`src/rtl/jtag_tap_ctrl.sv`:
```
// JTAG TAP controller: 16-state TAP FSM, IR capture/shift/update and
// registered instruction decode, plus the serial TDO mux.
package jtag_tap_pkg;
    typedef enum logic [3:0] {
        TEST_LOGIC_RESET = 4'd0,
        RUN_TEST_IDLE    = 4'd1,
        SELECT_DR        = 4'd2,
        CAPTURE_DR       = 4'd3,
        SHIFT_DR         = 4'd4,
        EXIT1_DR         = 4'd5,
        PAUSE_DR         = 4'd6,
        EXIT2_DR         = 4'd7,
        UPDATE_DR        = 4'd8,
        SELECT_IR        = 4'd9,
        CAPTURE_IR       = 4'd10,
        SHIFT_IR         = 4'd11,
        EXIT1_IR         = 4'd12,
        PAUSE_IR         = 4'd13,
        EXIT2_IR         = 4'd14,
        UPDATE_IR        = 4'd15
    } tap_ctrl_fsm_t;

    typedef enum logic [2:0] {
        IDCODE           = 3'd0,
        ADDR_REGISTER    = 3'd1,
        DATA_WR_REGISTER = 3'd2,
        DATA_RD_REGISTER = 3'd3,
        BYPASS           = 3'd4
    } ir_decoding_t;
endpackage

// state group         | meaning
// TEST_LOGIC_RESET    | IR forced to IDCODE, test logic idle
// RUN_TEST_IDLE       | idle between scans
// *_DR                | data-register scan path (select/capture/shift/exit/pause/update)
// *_IR                | instruction scan path, same shape as the DR side
module jtag_tap_ctrl
    import jtag_tap_pkg::*;
#(
    parameter int IR_WIDTH = 4
) (
    input  logic          tck,
    input  logic          trstn,
    input  logic          tms,
    input  logic          tdi,
    input  logic          tdo_dr,
    output tap_ctrl_fsm_t tap_state,
    output ir_decoding_t  ir_dec,
    output logic          tdo,
    output logic          tdo_en
);

    localparam logic [IR_WIDTH-1:0] IR_CAPTURE = IR_WIDTH'(2'b01);
    localparam logic [IR_WIDTH-1:0] IR_IDCODE  = IR_WIDTH'(4'h1);

    logic [IR_WIDTH-1:0] ir_sr;
    logic [IR_WIDTH-1:0] ir_q;
    logic [IR_WIDTH-1:0] ir_sr_next;
    logic [IR_WIDTH-1:0] ir_q_next;
    tap_ctrl_fsm_t       tap_next;

    function automatic tap_ctrl_fsm_t next_state(input tap_ctrl_fsm_t s, input logic m);
        tap_ctrl_fsm_t n;
        case (s)
            TEST_LOGIC_RESET: n = m ? TEST_LOGIC_RESET : RUN_TEST_IDLE;
            RUN_TEST_IDLE:    n = m ? SELECT_DR        : RUN_TEST_IDLE;
            SELECT_DR:        n = m ? SELECT_IR        : CAPTURE_DR;
            CAPTURE_DR:       n = m ? EXIT1_DR         : SHIFT_DR;
            SHIFT_DR:         n = m ? EXIT1_DR         : SHIFT_DR;
            EXIT1_DR:         n = m ? UPDATE_DR        : PAUSE_DR;
            PAUSE_DR:         n = m ? EXIT2_DR         : PAUSE_DR;
            EXIT2_DR:         n = m ? UPDATE_DR        : SHIFT_DR;
            UPDATE_DR:        n = m ? SELECT_DR        : RUN_TEST_IDLE;
            SELECT_IR:        n = m ? TEST_LOGIC_RESET : CAPTURE_IR;
            CAPTURE_IR:       n = m ? EXIT1_IR         : SHIFT_IR;
            SHIFT_IR:         n = m ? EXIT1_IR         : SHIFT_IR;
            EXIT1_IR:         n = m ? UPDATE_IR        : PAUSE_IR;
            PAUSE_IR:         n = m ? EXIT2_IR         : PAUSE_IR;
            EXIT2_IR:         n = m ? UPDATE_IR        : SHIFT_IR;
            UPDATE_IR:        n = m ? SELECT_DR        : RUN_TEST_IDLE;
            default:          n = TEST_LOGIC_RESET;
        endcase
        return n;
    endfunction

    // Codes are compared zero-extended so wider IRs only match with clear upper bits.
    function automatic ir_decoding_t decode(input logic [IR_WIDTH-1:0] v);
        logic [31:0] w;
        ir_decoding_t d;
        w = 32'(v);
        case (w)
            32'h1:   d = IDCODE;
            32'h2:   d = ADDR_REGISTER;
            32'h3:   d = DATA_WR_REGISTER;
            32'h4:   d = DATA_RD_REGISTER;
            default: d = BYPASS;
        endcase
        return d;
    endfunction

    always_comb begin
        tap_next   = next_state(tap_state, tms);
        ir_sr_next = ir_sr;
        case (tap_state)
            CAPTURE_IR: ir_sr_next = IR_CAPTURE;
            SHIFT_IR:   ir_sr_next = {tdi, ir_sr[IR_WIDTH-1:1]};
            default:    ;
        endcase
        ir_q_next = ir_q;
        if (tap_state == UPDATE_IR)
            ir_q_next = ir_sr;
        // Loading IDCODE on entry keeps ir_dec valid on the very first TLR cycle.
        if (tap_next == TEST_LOGIC_RESET)
            ir_q_next = IR_IDCODE;
    end

    always_ff @(posedge tck) begin
        if (!trstn) begin
            tap_state <= TEST_LOGIC_RESET;
            ir_sr     <= IR_CAPTURE;
            ir_q      <= IR_IDCODE;
            ir_dec    <= IDCODE;
        end else begin
            tap_state <= tap_next;
            ir_sr     <= ir_sr_next;
            ir_q      <= ir_q_next;
            ir_dec    <= decode(ir_q_next);
        end
    end

    always_comb begin
        tdo    = 1'b0;
        tdo_en = 1'b0;
        if (tap_state == SHIFT_IR) begin
            tdo    = ir_sr[0];
            tdo_en = 1'b1;
        end else if (tap_state == SHIFT_DR) begin
            tdo    = tdo_dr;
            tdo_en = 1'b1;
        end
    end

endmodule

```
`config.mk`:
```
export PLATFORM = sky130hd
export DESIGN_NAME = jtag_tap_ctrl
export DESIGN_NICKNAME = d
export VERILOG_FILES = /design/src/rtl/jtag_tap_ctrl.sv
export SDC_FILE = /design/constraint.sdc
export NUM_CORES = 1
export LEC_CHECK = 0
export ABC_AREA = 1
export BUFFER_PORTS_ARGS = -buffer_cell sky130_fd_sc_hd__buf_2
export CORE_ASPECT_RATIO = 1.2
export CORE_MARGIN = 2
export CORE_UTILIZATION = 48
export DETAILED_ROUTE_END_ITERATION = 6
export GPL_TIMING_DRIVEN = 0
export PLACE_DENSITY_LB_ADDON = 0.08
export SLEW_MARGIN = 5
export SYNTH_ARGS = -nofsm -noshare
export SYNTH_HDL_FRONTEND = slang
export SYNTH_SLANG_ARGS = --single-unit
```
`constraint.sdc`:
```
create_clock -name tck -period 1.7 [get_ports tck]
set_clock_uncertainty 0.2 [all_clocks]
set_input_delay 0.34 -clock tck [delete_from_list [all_inputs] [get_ports tck]]
set_output_delay 0.34 -clock tck [all_outputs]
set_load 0.01 [all_outputs]
```
==> results of run 1 <==
==> cell type report <==
type                    instances  area [sq um]
repair buffers                 21           125
inverters                      19          81.3
plain buffers                   1          3.75
flip-flops and latches         15           315
multi-input cells             104           621
well taps                      18          22.5
fillers                       150           467
clock buffers                   4          26.3
==> power groups by stage <==
stage | logic, W | clock network, W | registers, W
final | 0.000154 | 0.000197 | 0.000372
after floorplan | 0.0000800 | 0 | 0.000379
after global placement | 0.000112 | 0 | 0.000378
after global routing | 0.000171 | 0.000220 | 0.000374
after CTS | 0.000130 | 0.000201 | 0.000371
after detailed placement | 0.000112 | 0 | 0.000379
==> kinds of logic (layout without fill, tap and decap cells) <==
logic type	Yosys count	in the layout	share of synthesized area [%]
AOI/OAI and AO/OA	13	13	9.01
buffers and inverters	20	45	8.72
DFF	15	15	34.9
and+or+nand+nor	91	91	47.4
==> worst paths after layout <==
kind	startpoint	to	slack [ns]	depth (start not counted)
setup / recovery	tap_state[3]	tdo	-0.20	6
hold / removal	trstn	ir_sr[0]	0.07	2
setup reg to reg	tap_state[3]	ir_dec[0]	-0.15	12
hold reg to reg	ir_sr[3]	ir_sr[2]	0.28	2
==> metrics by stage <==
step	instances	hold slack (ns)	power [W]	worst slack, ns	instance area, sq um
6_report	182	0.0668	0.000724	-0.200	1190
2_1_floorplan	139	0.209	0.000459	0.0212	866
5_1_grt	182	0.0737	0.000765	-0.303	1190
3_3_place_gp	170	0.266	0.000490	-0.143	953
4_1_cts	176	0.0668	0.000702	-0.132	1040
3_5_place_dp	170	0.273	0.000490	-0.169	953
==> per-layer routing <==
layer | global-route usage (%) | wire (um) | vias up
met2 | 36.1 | 1120 | 19
li1 | - | - | 481
met3 | 1.08 | 46 | 8
met4 | 12.0 | 67 | 0
met5 | 0 | 0 | -
met1 | 22.9 | 917 | 424
==> placed cells by master (no fill, tap or decap), types with 4 or more instances in the layout <==
master and n:
dfxtp_4 4, buf_4 8, nand3_2 5, nand3_1 7
nor2_2 9, nand2_1 38, nand2_2 4, inv_4 4
nor2_4 7, buf_2 13, dfxtp_1 11, nand2_4 8
nor2_1 11, a21oi_1 5, inv_1 13
==> repair_timing <==
| item | CTS | global route |
|---|---|---|
| setup buffers | 2 | 6 |
| endpoints found under the setup margin | 5 | 9 |
| pin swaps | 4 | 17 |
| gates resized for setup | 17 | 32 |
==> registers in the layout, indices dropped and copies added (netlist names) <==
signal,count
ir_dec,3
ir_sr,4
ir_q,4
tap_state,4
==> results_dict.tcl, run 1 <==
set metrics [dict create \
    max_cap_violations 0 \
    synth_most_common_cell "nand2_1" \
    numClockSinks 15 \
    postCtsHoldBufs 0 \
    drive_gt1_share_pct 42.1 \
    core_sq_mm 0.00166 \
    setup_viol 7 \
    grt.total_usage_pct 20.1 \
    worst_slew_pin_slew_ns 0.438 \
    cp_data_arrival_time_ns 1.36 \
    synthTopCellsByArea "dfxtp_1 (35%), nand2_1 (18%), nor2_1 (9.2%)" \
    wirelength_um 2150 \
    p_switching_w 0.000220 \
    clock.fmax_ghz 0.526 \
    drtPass1Iterations 4 \
    vias_per_cell 5.12 \
    synth.avg_cell_area_sq_um 6.19 \
    num_rows 16 \
    syn_inst 139 \
    startpoint_type "flip-flop" \
    grt_pass1_vias 829 \
    synth.distinct_cells 17 \
    slew_violations 0 \
    p_leak_nw 0.661 \
    htree_levels 1 \
    numCtsBuffers 3 \
    yosys-top-cells-count "nand2_1 (42), nor2_1 (21), inv_1 (17)" \
    syn_nets 144 \
    comb_power_share_pct 21.3 \
    status "complete, but fails checks" \
    rsz0062_at_grt "yes" \
    die_w_um 42.7 \
    io_buffers 13 \
    required_ns 1.16 \
    worst-setup-path-type "flip-flop to output port" \
    crit_family "flip-flops" \
    netSwitchingFraction_pct 30.4 \
    cp_max_fo 5 \
    synth-seq-cells 15 \
    max_stage_delay_ns 0.42 \
    setup.worst_path.end_class "output port" \
    grt-ovfl-total 0 \
    seq_area_frac_synth_pct 34.9 \
    die_y_um 50.4 \
    min_path_type "input pin to flip-flop" \
    ir_drop_uv 463 \
    final.setup.tns_ns -0.877 \
    netlist.area_leader.share_pct 34.9 \
    p_int_w 0.000504 \
    clk_latency_ns 0.28 \
    violations "setup timing" \
    root_buffer "clkbuf_4" \
    cp_cell_sequence "inv_4 > nor2_4 > inv_2 > nor2_4 > a32o_1 > buf_2" \
    hpwl_um 1500 \
    worst_slack_ns -0.200 \
    synth-async-reset-ratio_pct 0 \
    timing.critical_path.mode_cell "nor2_4" \
    power_density_mw_per_mm2 606 \
    antenna_cells 0 \
    layout_min_cycle_time_ns 1.90 \
    clock_power_share_pct 27.2 \
    antenna_found_initial 0 \
    syn_area_sq_um 861 \
    synth_ff_type "dfxtp_1" \
    seqPwrFrac_pct 51.4 \
    synth-edff-count 0 \
    clock_path_buffers 2 \
    yosysTopAreaCell "dfxtp_1" \
    wire_per_inst_um 11.8 \
    synth_warnings 0 \
    grt_pass1_wl_um 3330 \
    timing.final.hold_violations 0 \
    slowest_stage "dfxtp_4" \
    final_util_pct 71.9 \
    cts.clk_slew.worst_paths_ns 0.09 \
    layout.nets 170 \
    dr.first_iter.drc_count 25 \
    slew-limit-headroom_pct 70.8 \
    die_area_sq_mm 0.00215 \
    place.gp.congestion 0.890 \
    io_pins 14 \
    grt_max_degree 11 \
    area_delta_synth_final_pct 38.8 \
    start_util_pct 51.8 \
    drc 0 \
    ant_nets 0 \
    vias 932 \
    min_period_over_period_pct 112 \
    cts_tree "yes" \
    crit_buf_inv 3 \
]
Power figures use the tool's default switching activity.
==> run 2, diff against run 1 <==
- CORE_UTILIZATION: 48 -> 53
- CTS_CLUSTER_SIZE: not set -> 20
- clock period: 1.7 -> 1.8 ns (I/O delays scaled with it)
==> run 2 against run 1 <==
The flow still finishes with violations (setup timing). First-iteration DRC count increased by 4.0%. Clock power fell by 4%. Sequential power fell by 5.4%. Sequential share of layout area is 1.2 points lower. Non-clock buffer count up 3. Core utilization up 13 points. Critical path depth up 7. Combinational power up 19%. Sequential cell count stayed put. Register-to-register slack improved by 0.02 ns. Design area grew 4.8%. Final cell count increased by 1.1%. Largest cell class unchanged. Highest routed layer unchanged.
==> results_dict.tcl, run 2 (synthesized netlist as in run 1, its figures left out) <==
set metrics [dict create \
    status "complete, but fails checks" \
    violations "setup timing" \
    startpoint_type "flip-flop" \
    grt_util_met2_pct 48.8 \
    core_sq_mm 0.00148 \
    dr.first_iter.drc_count 26 \
    wire_per_inst_um 13.5 \
    htree_levels 1 \
    grt_pass1_wl_um 3060 \
    worst_slack_ns -0.130 \
    slew-limit-headroom_pct 69.1 \
    start_util_pct 58.1 \
    min_period_over_period_pct 107 \
    area_delta_synth_final_pct 45.5 \
    die_area_sq_mm 0.00196 \
    grt-ovfl-total 0 \
    setup.worst_path.end_class "flip-flop" \
    fin_cells 184 \
    num_rows 15 \
    vias 995 \
    timing.final.hold_violations 0 \
    timing.critical_path.mode_cell "nand2_4" \
    drc 0 \
    required_ns 1.82 \
    p_leak_nw 0.660 \
    grt_use_met1_pct 22.4 \
    max_stage_delay_ns 0.43 \
    die_y_um 48.1 \
    placed_area_sq_um 947 \
    min_path_type "input pin to flip-flop" \
    setup_viol 6 \
    layout_min_cycle_time_ns 1.93 \
    ir_drop_uv 414 \
    power_density_mw_per_mm2 579 \
    antenna_found_initial 0 \
    drive_gt1_share_pct 46.1 \
    io_buffers 13 \
    pre_cts_ws_ns -0.138 \
    grt_max_degree 11 \
    die_w_um 40.8 \
    grt.total_usage_pct 23.9 \
    numCtsBuffers 3 \
    busiest_layer "met2" \
    cp_data_arrival_time_ns 1.95 \
    rsz0062_at_grt "yes" \
    final_common_cell "nand2_1" \
    layout.nets 173 \
    postCtsHoldBufs 0 \
    reg.largest.list "ir_q (4), ir_sr (4), tap_state (4)" \
    io_pins 14 \
    max_cap_violations 0 \
    slew_violations 0 \
    hpwl_um 1450 \
    postLayoutCellArea_sq_mm 0.00125 \
    wirelength_um 2490 \
    root_buffer "clkbuf_4" \
    place.gp.congestion 0.822 \
    cp_max_fo 7 \
    final_util_pct 84.5 \
    ant_nets 0 \
    drtPass1Iterations 4 \
    slowest_stage "dfxtp_4" \
    cts.clk_slew.worst_paths_ns 0.08 \
    clock_path_buffers 2 \
    vias_per_cell 5.41 \
    hold_ws_ns 0.0972 \
    worst-setup-path-type "flip-flop to flip-flop" \
    cp_cell_sequence "nand2_4 > buf_6 > nand2_4 > nand2_2 > nor2_2 > nand2_1 > nor2_2 > nand3_4 > nand2_4 > nand2_4 > nor2_2 > nor2_1 > nor2_1" \
    grt_pass1_vias 778 \
    grt.met3_usage_pct 1.37 \
    antenna_cells 0 \
    clock.fmax_ghz 0.518 \
    dp.cells 169 \
    numClockSinks 15 \
    worst_slew_pin_slew_ns 0.458 \
    cts_tree "yes" \
    clk_latency_ns 0.28 \
    final_cell_mix "nand2_1 (36), buf_2 (13), inv_1 (12), nor2_1 (12), dfxtp_1 (11)" \
]
[run 2: path summary, 6_finish.rpt]
kind,startpoint,to,slack [ns],cells after the start
worst min-delay path,trstn,ir_sr[0],0.1,2
worst min register to register,ir_sr[2],ir_sr[1],0.28,2
worst max register to register,tap_state[0],ir_dec[1],-0.13,13
worst max-delay path,tap_state[0],ir_dec[1],-0.13,13
[run 2: timing repair]
item                                    in CTS  in global routing
gates resized for setup                     35                 23
endpoints found under the hold margin        0                  0
pin swaps                                   15                 19
setup buffers                                9                  2
endpoints found under the setup margin       5                  9
[run 2: critical path, delay by kind of cell (launching register included)]
family | cells | cell delay [ns]
simple gates | 12 | 1.12
buf+inv | 1 | 0.12
flops | 1 | 0.43
[run 2: cell type report]
class                   count  area (sq um)
clock buffers               4          26.3
inverters                  19          76.3
fillers                    98           230
plain buffers               1          3.75
well taps                  17          21.3
flip-flops and latches     15           315
repair buffers             24           155
multi-input cells         104           654
[run 2: metal layers]
| layer | vias up | share of wire, % |
|---|---|---|
| met4 | 0 | 3.1 |
| li1 | 487 | - |
| met2 | 22 | 57 |
| met3 | 9 | 2.5 |
| met5 | - | 0 |
| met1 | 477 | 37 |
[run 2: through the flow]
stage          TNS [ns]  total power, W
5_1_grt           -1.28        0.000754
6_report         -0.530        0.000725
3_5_place_dp     -0.411        0.000462
4_1_cts          -0.292        0.000686
3_3_place_gp     -0.286        0.000459
2_1_floorplan         0        0.000432
[run 2: power breakdown]
| group | internal [W] | switching [W] |
|---|---|---|
| clock network | 0.0000860 | 0.000103 |
| logic | 0.0000718 | 0.000113 |
| registers | 0.000335 | 0.0000172 |
| total | 0.000493 | 0.000232 |
==> run 3, diff against run 2 <==
- PLACE_DENSITY: not set -> 0.74
- PLACE_DENSITY_LB_ADDON: 0.08 -> not set
==> run 3 against run 2 <==
The flow still finishes with violations (setup timing). Clock power is 4% higher. First-iteration DRC count decreased by 42%. Hold slack got worse by 0.019 ns. Core utilization fell by 7.6 points. Sequential cell count is the same. Combinational power is 26% lower. Via count down 7.9%. Sequential power about the same. Critical path depth is 1 lower. Sequential share of layout area up 2.5 points. Register-to-register slack is essentially flat. Global-route usage shrank 0.89 points.
==> results_dict.tcl, run 3 (synthesized netlist as in run 1, its figures left out) <==
set metrics [dict create \
    status "complete, but fails checks" \
    violations "setup timing" \
    hold_ws_ns 0.0786 \
    cp_data_arrival_time_ns 1.95 \
    vias 916 \
    power_density_mw_per_mm2 600 \
    cts_tree "yes" \
    die_w_um 40.8 \
    wire_per_inst_um 11.9 \
    root_buffer "clkbuf_4" \
    slew-limit-headroom_pct 70.7 \
    worst-setup-path-type "flip-flop to flip-flop" \
    antenna_found_initial 0 \
    htree_levels 1 \
    final_util_pct 76.9 \
    reg.largest.list "ir_q (4), ir_sr (4), tap_state (4)" \
    grt-ovfl-total 0 \
    drc 0 \
    clk_latency_ns 0.29 \
    max_cap_violations 0 \
    die_area_sq_mm 0.00196 \
    drive_gt1_share_pct 37.9 \
    min_period_over_period_pct 107 \
    layout_min_cycle_time_ns 1.92 \
    grt_max_degree 11 \
    drtPass1Iterations 4 \
    die_y_um 48.1 \
    final_cell_mix "nand2_1 (41), inv_1 (13), nor2_1 (13), buf_2 (13), dfxtp_1 (11)" \
    slew_violations 0 \
    worst_slack_ns -0.123 \
    cp_max_fo 8 \
    final_common_cell "nand2_1" \
    vias_per_cell 5.15 \
    start_util_pct 58.1 \
    dr.first_iter.drc_count 15 \
    clock_path_buffers 2 \
    crit_start "tap_state[1]" \
    numClockSinks 15 \
    r2r-start "tap_state[1]" \
    hpwl_um 1440 \
    io_pins 14 \
    setup.worst_path.end_class "flip-flop" \
    min_path_type "input pin to flip-flop" \
    layout.nets 167 \
    grt_pass1_vias 760 \
    worst_slew_pin_slew_ns 0.439 \
    num_rows 15 \
    core_sq_mm 0.00148 \
    numCtsBuffers 3 \
    place.gp.congestion 0.840 \
    setup_viol 6 \
    io_buffers 13 \
    grt_pass1_wl_um 2930 \
    pre_cts_ws_ns -0.140 \
    p_leak_nw 0.620 \
    grt.total_usage_pct 23.0 \
    ant_nets 0 \
    timing.final.hold_violations 0 \
    startpoint_type "flip-flop" \
    antenna_cells 0 \
    required_ns 1.82 \
    area_delta_synth_final_pct 32.4 \
    rsz0062_at_grt "yes" \
    clock.fmax_ghz 0.520 \
    wirelength_um 2120 \
    postCtsHoldBufs 0 \
    hold_start "trstn" \
    cts.clk_slew.worst_paths_ns 0.10 \
    ir_drop_uv 597 \
]
## run 3: routing by layer
metal	vias to the layer above	global-route usage, %	wire length [um]
li1	477	-	-
met5	-	0	0
met3	7	1.37	32
met4	0	16.0	73
met2	11	41.9	1110
met1	421	24.3	905
## run 3: area by class of cell
class / instances / area (sq um)
multi-input cells: 104 / 591
fillers: 123 / 343
flip-flops and latches: 15 / 315
repair buffers: 18 / 103
inverters: 19 / 78.8
clock buffers: 3 / 22.5
well taps: 17 / 21.3
clock inverters: 1 / 5.00
plain buffers: 1 / 3.75
## run 3: critical path, stage by stage, from the launching register on
cell     delay, ns
dfxtp_4       0.42
nor2_2        0.08
nand2_1       0.11
nand3_2       0.09
nor2_2        0.11
nor2_1        0.06
nor2_2        0.18
nand3_4       0.19
nand2_4       0.13
nand2_4       0.06
nor2_4        0.10
nor2_2        0.05
nor2_1        0.07
## run 3: path summary, 6_finish.rpt
path | to | slack [ns] | depth (start not counted)
worst max register to register | ir_dec[1] | -0.12 | 12
worst min-delay path | ir_sr[0] | 0.08 | 2
worst max-delay path | ir_dec[1] | -0.12 | 12
worst min register to register | ir_sr[2] | 0.28 | 2
## run 3: per-stage QoR
step | cells | TNS, ns | total power [W] | area, sq um
final | 178 | -0.457 | 0.000684 | 1140
after global routing | 178 | -1.09 | 0.000713 | 1140
after CTS | 177 | -0.278 | 0.000674 | 1060
after detailed placement | 169 | -0.415 | 0.000461 | 947
after global placement | 169 | -0.297 | 0.000460 | 947
after floorplan | 139 | 0 | 0.000432 | 861
## run 3: where the power goes
group	internal, W	leakage [nW]	switching, W
clock network	0.0000827	0.0177	0.000113
registers	0.000335	0.124	0.0000156
logic	0.0000492	0.478	0.0000879
## run 3: what timing repair did
| action | in CTS | in global routing |
|---|---|---|
| buffers inserted | 4 | 1 |
| resized for setup | 24 | 18 |
| pin swaps | 6 | 14 |
| endpoints found under the setup margin | 5 | 8 |
